$ cat config.mk
export PLATFORM = sky130hd
export DESIGN_NAME = bcd_counter
export DESIGN_NICKNAME = d
export VERILOG_FILES = /design/src/rtl/bcd_pkg.sv /design/src/rtl/bcd_counter_digit.sv /design/src/rtl/bcd_counter.sv
export SDC_FILE = /design/constraint.sdc
export NUM_CORES = 1
export LEC_CHECK = 0
export CAP_MARGIN = 25
export CORE_MARGIN = 5
export CORE_UTILIZATION = 30
export DETAILED_ROUTE_END_ITERATION = 10
export RECOVER_POWER = 25
export SYNTH_ARGS = -nofsm -noshare
export SYNTH_HDL_FRONTEND = slang
export SYNTH_SLANG_ARGS = --single-unit
$ cat constraint.sdc
create_clock -name clk -period 1.9 [get_ports clk]
set_input_delay 0.285 -clock clk [delete_from_list [all_inputs] [get_ports clk]]
set_output_delay 0.285 -clock clk [all_outputs]
set_load 0.02 [all_outputs]
$ cat src/rtl/bcd_pkg.sv
`default_nettype none
// ============================================================================
//  Module      : bcd_pkg
//  Description : Shared BCD constants and the nibble-validity helper used by
//                the load check of the multi-digit decimal counter.
//  Contents    : BCD_W   - width of one decimal digit
//                BCD_MAX - largest legal digit value (9)
//                BCD_MIN - smallest legal digit value (0)
//                is_bcd  - 1 when a nibble holds a legal decimal digit
//  Revision    : 1.0 - initial release
// ============================================================================
package bcd_pkg;

    localparam int         BCD_W   = 4;
    localparam logic [3:0] BCD_MAX = 4'd9;
    localparam logic [3:0] BCD_MIN = 4'd0;

    function automatic logic is_bcd(input logic [BCD_W-1:0] nibble);
        return (nibble <= BCD_MAX);
    endfunction

endpackage
`default_nettype wire

$ cat src/rtl/bcd_counter_digit.sv
`default_nettype none
// ============================================================================
//  Module      : bcd_digit
//  Description : One decade stage of the BCD counter. Holds a single digit,
//                steps it up or down with decimal wrap (9<->0) and flags when
//                it sits at 9 or 0 so the top level can build ripple enables.
//  Ports       : clk, rst_n    - clock, synchronous active-low reset
//                i_step        - advance this digit by one in direction i_up
//                i_up          - 1 = increment, 0 = decrement
//                i_load        - load i_load_val (validated by the top level)
//                i_load_val    - digit value to load
//                i_rst_val     - digit value applied during reset
//                o_digit       - registered digit value
//                o_at_max      - digit currently equals 9 (combinational)
//                o_at_min      - digit currently equals 0 (combinational)
//  Revision    : 1.0 - initial release
// ============================================================================
module bcd_digit
    import bcd_pkg::*;
(
    input  logic             clk,
    input  logic             rst_n,
    input  logic             i_step,
    input  logic             i_up,
    input  logic             i_load,
    input  logic [BCD_W-1:0] i_load_val,
    input  logic [BCD_W-1:0] i_rst_val,
    output logic [BCD_W-1:0] o_digit,
    output logic             o_at_max,
    output logic             o_at_min
);

    logic [BCD_W-1:0] r_digit;

    always_ff @(posedge clk) begin
        if (!rst_n) begin
            r_digit <= i_rst_val;
        end else if (i_load) begin
            r_digit <= i_load_val;
        end else if (i_step) begin
            if (i_up) begin
                r_digit <= (r_digit == BCD_MAX) ? BCD_MIN : r_digit + 4'd1;
            end else begin
                r_digit <= (r_digit == BCD_MIN) ? BCD_MAX : r_digit - 4'd1;
            end
        end
    end

    assign o_digit  = r_digit;
    assign o_at_max = (r_digit == BCD_MAX);
    assign o_at_min = (r_digit == BCD_MIN);

endmodule
`default_nettype wire

$ cat src/rtl/bcd_counter.sv
`default_nettype none
// ============================================================================
//  Module      : bcd_counter
//  Description : Parametrised multi-digit BCD up/down counter with enable,
//                parallel load (rejecting non-decimal nibbles), optional
//                saturation and a one-cycle terminal-count pulse. o_carry can
//                drive i_en of a following stage to build wider counters.
//  Ports       : clk, rst_n    - clock, synchronous active-low reset
//                i_en          - count step request
//                i_up          - 1 = increment, 0 = decrement
//                i_load        - parallel load strobe (has priority over i_en)
//                i_load_val    - packed BCD load value, digit k in [4k+3:4k]
//                o_cnt         - packed BCD count (registered)
//                o_carry       - step taken at terminal value (registered)
//                o_load_err    - load rejected, bad nibble (registered)
//  Revision    : 1.0 - initial release
// ============================================================================
module bcd_counter #(
    parameter int                    DIGITS   = 2,
    parameter bit                    SATURATE = 1'b0,
    parameter logic [4*DIGITS-1:0]   RST_VAL  = '0
) (
    input  logic                  clk,
    input  logic                  rst_n,
    input  logic                  i_en,
    input  logic                  i_up,
    input  logic                  i_load,
    input  logic [4*DIGITS-1:0]   i_load_val,
    output logic [4*DIGITS-1:0]   o_cnt,
    output logic                  o_carry,
    output logic                  o_load_err
);

    import bcd_pkg::*;

    logic [DIGITS-1:0] w_at_max;
    logic [DIGITS-1:0] w_at_min;
    logic [DIGITS-1:0] w_digit_step;
    // Bit k of each chain is 1 when every digit below k is at 9 (or 0);
    // the top bit therefore marks the terminal value of the whole counter.
    logic [DIGITS:0]   w_max_chain;
    logic [DIGITS:0]   w_min_chain;
    logic              w_load_valid;
    logic              w_load_ok;
    logic              w_count;
    logic              w_terminal;
    logic              w_advance;
    logic              r_carry;
    logic              r_load_err;

    always_comb begin
        w_max_chain    = '0;
        w_min_chain    = '0;
        w_load_valid   = 1'b1;
        w_max_chain[0] = 1'b1;
        w_min_chain[0] = 1'b1;
        for (int k = 0; k < DIGITS; k++) begin
            w_max_chain[k+1] = w_max_chain[k] & w_at_max[k];
            w_min_chain[k+1] = w_min_chain[k] & w_at_min[k];
            w_load_valid     = w_load_valid & is_bcd(i_load_val[k*BCD_W +: BCD_W]);
        end
    end

    assign w_load_ok  = i_load & w_load_valid;
    assign w_count    = i_en & ~i_load;
    assign w_terminal = i_up ? w_max_chain[DIGITS] : w_min_chain[DIGITS];
    // In saturating mode a step at the terminal value is swallowed entirely;
    // otherwise every digit steps and wraps, which yields all-0 / all-9.
    assign w_advance  = w_count & ~(SATURATE & w_terminal);

    generate
        for (genvar k = 0; k < DIGITS; k++) begin : g_digits
            assign w_digit_step[k] = w_advance & (i_up ? w_max_chain[k] : w_min_chain[k]);

            bcd_digit u_digit (
                .clk        (clk),
                .rst_n      (rst_n),
                .i_step     (w_digit_step[k]),
                .i_up       (i_up),
                .i_load     (w_load_ok),
                .i_load_val (i_load_val[k*BCD_W +: BCD_W]),
                .i_rst_val  (RST_VAL[k*BCD_W +: BCD_W]),
                .o_digit    (o_cnt[k*BCD_W +: BCD_W]),
                .o_at_max   (w_at_max[k]),
                .o_at_min   (w_at_min[k])
            );
        end
    endgenerate

    always_ff @(posedge clk) begin
        if (!rst_n) begin
            r_carry    <= 1'b0;
            r_load_err <= 1'b0;
        end else begin
            r_carry    <= w_count & w_terminal;
            r_load_err <= i_load & ~w_load_valid;
        end
    end

    assign o_carry    = r_carry;
    assign o_load_err = r_load_err;

endmodule
`default_nettype wire

==> Yosys cells after proc, flatten, opt, wreduce, memory -nomap -nowiden <==
Index checks and enable logic that the tools add are counted.
{ "totals": {"input_bits": 13, "output_inout_bits": 10, "wordCells": 38, "reg_bits": 10} }
{ "classes": {"n_eq_ne": 2, "muxes": 12, "n_lt_le_gt_ge": 2, "add_sub_neg": 4, "n_reduce_logical": 4, "bitwise_logic": 10} }
{ "op_table": {"columns": ["cell", "n"], "rows": [
  ["two-way mux 4 bit", 10],
  ["adder 4 x 1 -> 4 bit (second input constant)", 2],
  ["bitwise AND 1 bit", 8],
  ["equality test 4 bit (second input constant)", 2],
  ["<= comparator 4 bit (second input constant)", 2],
  ["zero test 4 bit", 2],
  ["subtractor 4 x 1 -> 4 bit (second input constant)", 2],
  ["nonzero test 2 bit", 2],
  ["two-way mux 1 bit", 2],
  ["inverter 1 bit", 2]
]} }

==> Depth between registers and ports, before layout <==
{ "logic_depth": {"ltp_word": 5, "mapped_depth": 6, "mapped_depth_nobuf": 4} }

==> Cells and area by module <==
From an unflattened synthesis, not the netlist that was laid out.
{ "hier_totals": {"cells_unflattened": 101, "hier_area_um2": 824.5} }
{ "by_module_without_submodules": {"columns": ["mod", "cells_each", "n_inst", "seq_area_each_um2", "area_per_inst_um2"], "rows": [
  ["bcd_digit", 43, 2, 120.1, 352.8],
  ["bcd_counter", 15, 1, 40.0, 118.9]
]} }

==> Least setup slack after synthesis <==
Ideal clock, no wire load.
{ "synth_path": {"path_type": "reg-to-reg", "startpoint": "register g_digits[0].u_digit.r_digit[3]", "endpoint": "register g_digits[1].u_digit.r_digit[3]", "required_ns": 1.758, "stages_incl_launch_ff": 6, "period_less_slack_ns": 1.805, "setup_slack_ns": 0.095, "setup_ns": 0.142, "path_buffers": 1, "t_arrival_ns": 1.663, "cell_sequence": "dfxtp_1 -> buf_6 -> or3_1 -> a2111o_1 -> o2111ai_1 -> o311ai_0"} }
{ "synth_via": {"elab_chain_len": 4, "word_cells_on_any_way": 5, "cone_classes": "1 x eq/ne; 1 x mux; 1 x bitwise; 2 x reduce/logical"} }
{ "synth_lines": {"columns": ["element", "line", "source"], "rows": [
  ["start: declaration", "bcd_counter_digit.sv:33", "logic [BCD_W-1:0] r_digit;"],
  ["start signal: assignment", "bcd_counter_digit.sv:37", "r_digit <= i_rst_val;"],
  ["start signal: assignment", "bcd_counter_digit.sv:39", "r_digit <= i_load_val;"],
  ["start signal: assignment", "bcd_counter_digit.sv:42", "r_digit <= (r_digit == BCD_MAX) ? BCD_MIN : r_digit + 4'd1;"],
  ["equality test 4 bit or zero test 4 bit (tied branches)", "bcd_counter_digit.sv:50, bcd_counter_digit.sv:51", null],
  ["two-way mux 1 bit *", "bcd_counter.sv:73", "assign w_digit_step[k] = w_advance & (i_up ? w_max_chain[k] : w_min_chain[k]);"],
  ["bitwise AND 1 bit *", "bcd_counter.sv:73", null],
  ["nonzero test 2 bit (no source line) *", null, null],
  ["end signal: assignment", "bcd_counter_digit.sv:39", null],
  ["end signal: assignment", "bcd_counter_digit.sv:42", null],
  ["end signal: assignment", "bcd_counter_digit.sv:44", "r_digit <= (r_digit == BCD_MIN) ? BCD_MAX : r_digit - 4'd1;"],
  ["end: declaration", "bcd_counter_digit.sv:33", null]
]} }
Every way passes the cells marked *; elsewhere a longest branch is shown, timed or not.
A chain may end at the register's enable or synchronous reset.

==> Final worst setup path <==
{ "layout_path": {"startpoint": "input port i_up", "endpoint": "register g_digits[1].u_digit.r_digit[3]"} }
{ "layout_via": {"elab_chain_len": 3, "word_cells_on_any_way": 6, "cone_classes": "4 x mux; 1 x bitwise; 1 x reduce/logical"} }
{ "layout_lines": {"columns": ["element", "line", "source"], "rows": [
  ["start: declaration", "bcd_counter.sv:26", "input logic i_up,"],
  ["two-way mux 4 bit or two-way mux 1 bit (tied branches)", "bcd_counter_digit.sv:41, bcd_counter.sv:73", null],
  ["two-way mux 4 bit or bitwise AND 1 bit (tied branches)", "bcd_counter_digit.sv:40, bcd_counter.sv:73", null],
  ["two-way mux 4 bit or nonzero test 2 bit (tied branches)", null, null],
  ["end signal: assignment", "bcd_counter_digit.sv:37", null],
  ["end signal: assignment", "bcd_counter_digit.sv:39", null],
  ["end signal: assignment", "bcd_counter_digit.sv:42", null]
]} }
Several ways; a longest one is shown, not always the timed one. The select of a mux whose other input is x is not followed.

==> run summary <==
Comb pwr share: 34.9%
Port Buffers: 22
Leakage Power: 0.4000 nW
Sw Ratio: 33.08%
DIE HEIGHT: 60.32 um
Max Transition Viols Final: 0
First-pass GRT wire length: 3415 um
Number of global-route vias before repair: 774
Fill cells: 269
Share of layout cells above drive strength 1: 13.49%
Critical path origin: i_up
Average cell area after synthesis: 7.446 um^2
CTS clk-pin slew, worst paths: 70 ps
ANT nets after route: 0
Final setup margin: 140.0 ps
Initial antenna violation count: 0
Die area: 3638 um^2
Final Cycle Share: 92.63%
HP Class: primary input to register
F_max: 0.5682 GHz
Post-synthesis sequential area ratio: 26.36%
CP Launch Type: primary input
Gpl congestion: 0.8216
Setup TNS: 0 ps
Die width: 60.32 um
Reg2reg end: g_digits[1].u_digit.o_digit[3]
Diode count: 0
Worst Setup End Kind: register
Tot GR Track Use: 12.53%
Fin area: 1070 um^2
Post-DP HPWL: 1535 um
Clock Power Share: 24.7%
Reg2Reg Depth: 4
Sw power: 0.2017 mW
Clock period minus worst slack: 1760 ps
Initial DRT Pass Iterations: 5
Power density over the cells: 569.9 nW/um^2
Clock sinks: 10
Worst rel slew slack: 77.44%
RSZ-0062 raised after global routing: no
Worst Clk Skew: 4.740 ps
Utilization after layout: 43.58%
Setup Viol. Count Final: 0
Core ar.: 2455 um^2
CP required: 2030 ps
CTS tree: yes
Grt ovf: 0
H-tree depth: 1
Placed Area: 1031 um^2
Dpl ws: -241.6 ps
Layout Nets: 141
Root Buffer: clkbuf_4
Syn Inst Count: 102
Net count after synthesis: 115
Vias: 824
Register share of total power: 40.3%
Rows: 18
Max VDD drop: 0.2851 mV
DR vias/cell: 5.282
Final Hold Vio Count: 0
Reg2reg start: g_digits[0].u_digit.o_digit[0]
R2r setup slk: 240 ps
Area delta synth->final: 40.86%
1st-iter DRT viols: 14
# Max-Cap Violations: 0
Clock Tree Buf Depth: 2
Worst hold start: i_load_val[2]
Num CTS Buffers: 3
Cell Int Power: 0.4080 mW
# IOs: 23
CP Class: primary input to register
Crit path to: g_digits[1].u_digit.o_digit[3]
Routed len/inst: 13.37 um
Most frequent cells in the layout: 18 x clkdlybuf4s50_1, 11 x o21ai_0, 10 x dfxtp_1
CP Max Fanout: 7
Worst slew pin tran: 337.9 ps
Commonest non-fill, non-tap cell in the layout: clkdlybuf4s50_1
Total Wirelength: 2085 um
Status: finished, final reports clean
Worst Path Arrival: 1890 ps
Synth warnings: 0
Post-Syn Area: 759.5 um^2
DRC Markers: 0
Initial Util: 30.94%
Later-pin clock latency in the skew report: 260 ps
Largest net degree at the start of global routing: 19
Synth Register Bits: 10
Synth cell types: 39
[what timing repair did]
item,CTS,global route
setup endpoints to repair,0,1
hold buffers,0,0
buffers inserted,0,2
gates resized for setup,0,1
[registers in the layout, indices dropped and copies added, names as in the netlist]
| name | count |
|---|---|
| o_carry | 1 |
| o_load_err | 1 |
| g_digits.u_digit.o_digit | 8 |
[metal layers]
metal  routed length, um  up-vias  global-route usage, %
li1                    -      425                      -
met1                 990      380                  15.30
met2                 996       17                  20.83
met3                  88        2                  3.456
met4                  10        0                  4.747
met5                   0        -                      0
[power groups by stage]
stage                     registers, mW  clock network, mW  logic, mW
after floorplan                   0.259                  0      0.116
after global placement            0.250                  0      0.211
after detailed placement          0.250                  0      0.213
after CTS                         0.246              0.160      0.213
after global routing              0.249              0.166      0.235
final                             0.246              0.151      0.213
[through the flow]
| step | power [mW] | instances | hold slack [ps] |
|---|---|---|---|
| after floorplan | 0.3745 | 102 | 401.1 |
| after global placement | 0.4606 | 151 | 601.4 |
| after detailed placement | 0.4630 | 151 | 617.0 |
| after CTS | 0.6186 | 154 | 619.7 |
| after global routing | 0.6503 | 156 | 628.1 |
| final | 0.6097 | 156 | 620.8 |
[worst min path at each step]
stage,to,slack [ps],cells past startpoint
final,g_digits[0].u_digit.o_digit[2],620,3
after global placement,g_digits[0].u_digit.o_digit[2],600,2
after detailed placement,g_digits[0].u_digit.o_digit[2],620,2
after global routing,g_digits[0].u_digit.o_digit[2],630,3
after floorplan,o_load_err,400,2
after CTS,g_digits[0].u_digit.o_digit[2],620,3
[cells in the mapped netlist, drive strengths merged]
cell type / instances / share of area, %
o221ai: 1 / 1.2
and3: 4 / 3.3
nand3b: 2 / 2.0
or3: 2 / 1.6
o22ai: 1 / 0.82
and2: 3 / 2.5
inv: 3 / 1.5
xnor2: 2 / 2.3
xor2: 3 / 3.5
mux2i: 2 / 2.6
o311ai: 1 / 1.2
a31oi: 3 / 2.5
a22oi: 1 / 0.99
o2111ai: 1 / 1.2
buf: 5 / 3.6
o21ai: 11 / 7.2
o31a: 1 / 1.2
dfxtp: 10 / 26
nand3: 6 / 4.0
a2111o: 1 / 1.5
nor2b: 2 / 1.6
a311oi: 2 / 2.3
and4b: 1 / 1.3
nor2: 5 / 2.5
clkbuf: 7 / 3.5
o211ai: 2 / 2.0
nand2b: 2 / 1.6
a211o: 1 / 1.2
nor4: 1 / 0.82
a21oi: 5 / 3.3
or2b: 1 / 0.99
nand2: 3 / 1.5
or2: 1 / 0.82
a31o: 2 / 2.3
nor3: 2 / 1.3
nand4b: 1 / 1.2
a21boi: 1 / 0.99
[critical path, stage by stage]
cell             delay (ps)
clkdlybuf4s50_1         440
or3_1                   320
a2111o_1                460
o2111ai_1               240
o311ai_0                150
[cell type report]
type / count / area [um^2] / area share (%)
clock buffers: 3 / 22.52 / 2.105
inverters: 3 / 11.26 / 1.053
multi-input cells: 77 / 494.2 / 46.20
flip-flops and latches: 10 / 200.2 / 18.71
well taps: 30 / 37.54 / 3.509
repair buffers: 33 / 304.0 / 28.42
[logic make-up (layout without fill, tap and decap cells)]
kind of cell    count (synthesis)  count (layout)  share of synthesized area [%]
flops                          10              10                          26.36
simple gates                   36              36                          27.02
mux                             2               2                          2.636
buf+inv                        15              39                          8.566
compound gates                 34              34                          29.66
xor+xnor                        5               5                          5.767
Power figures use the tool's default switching activity.
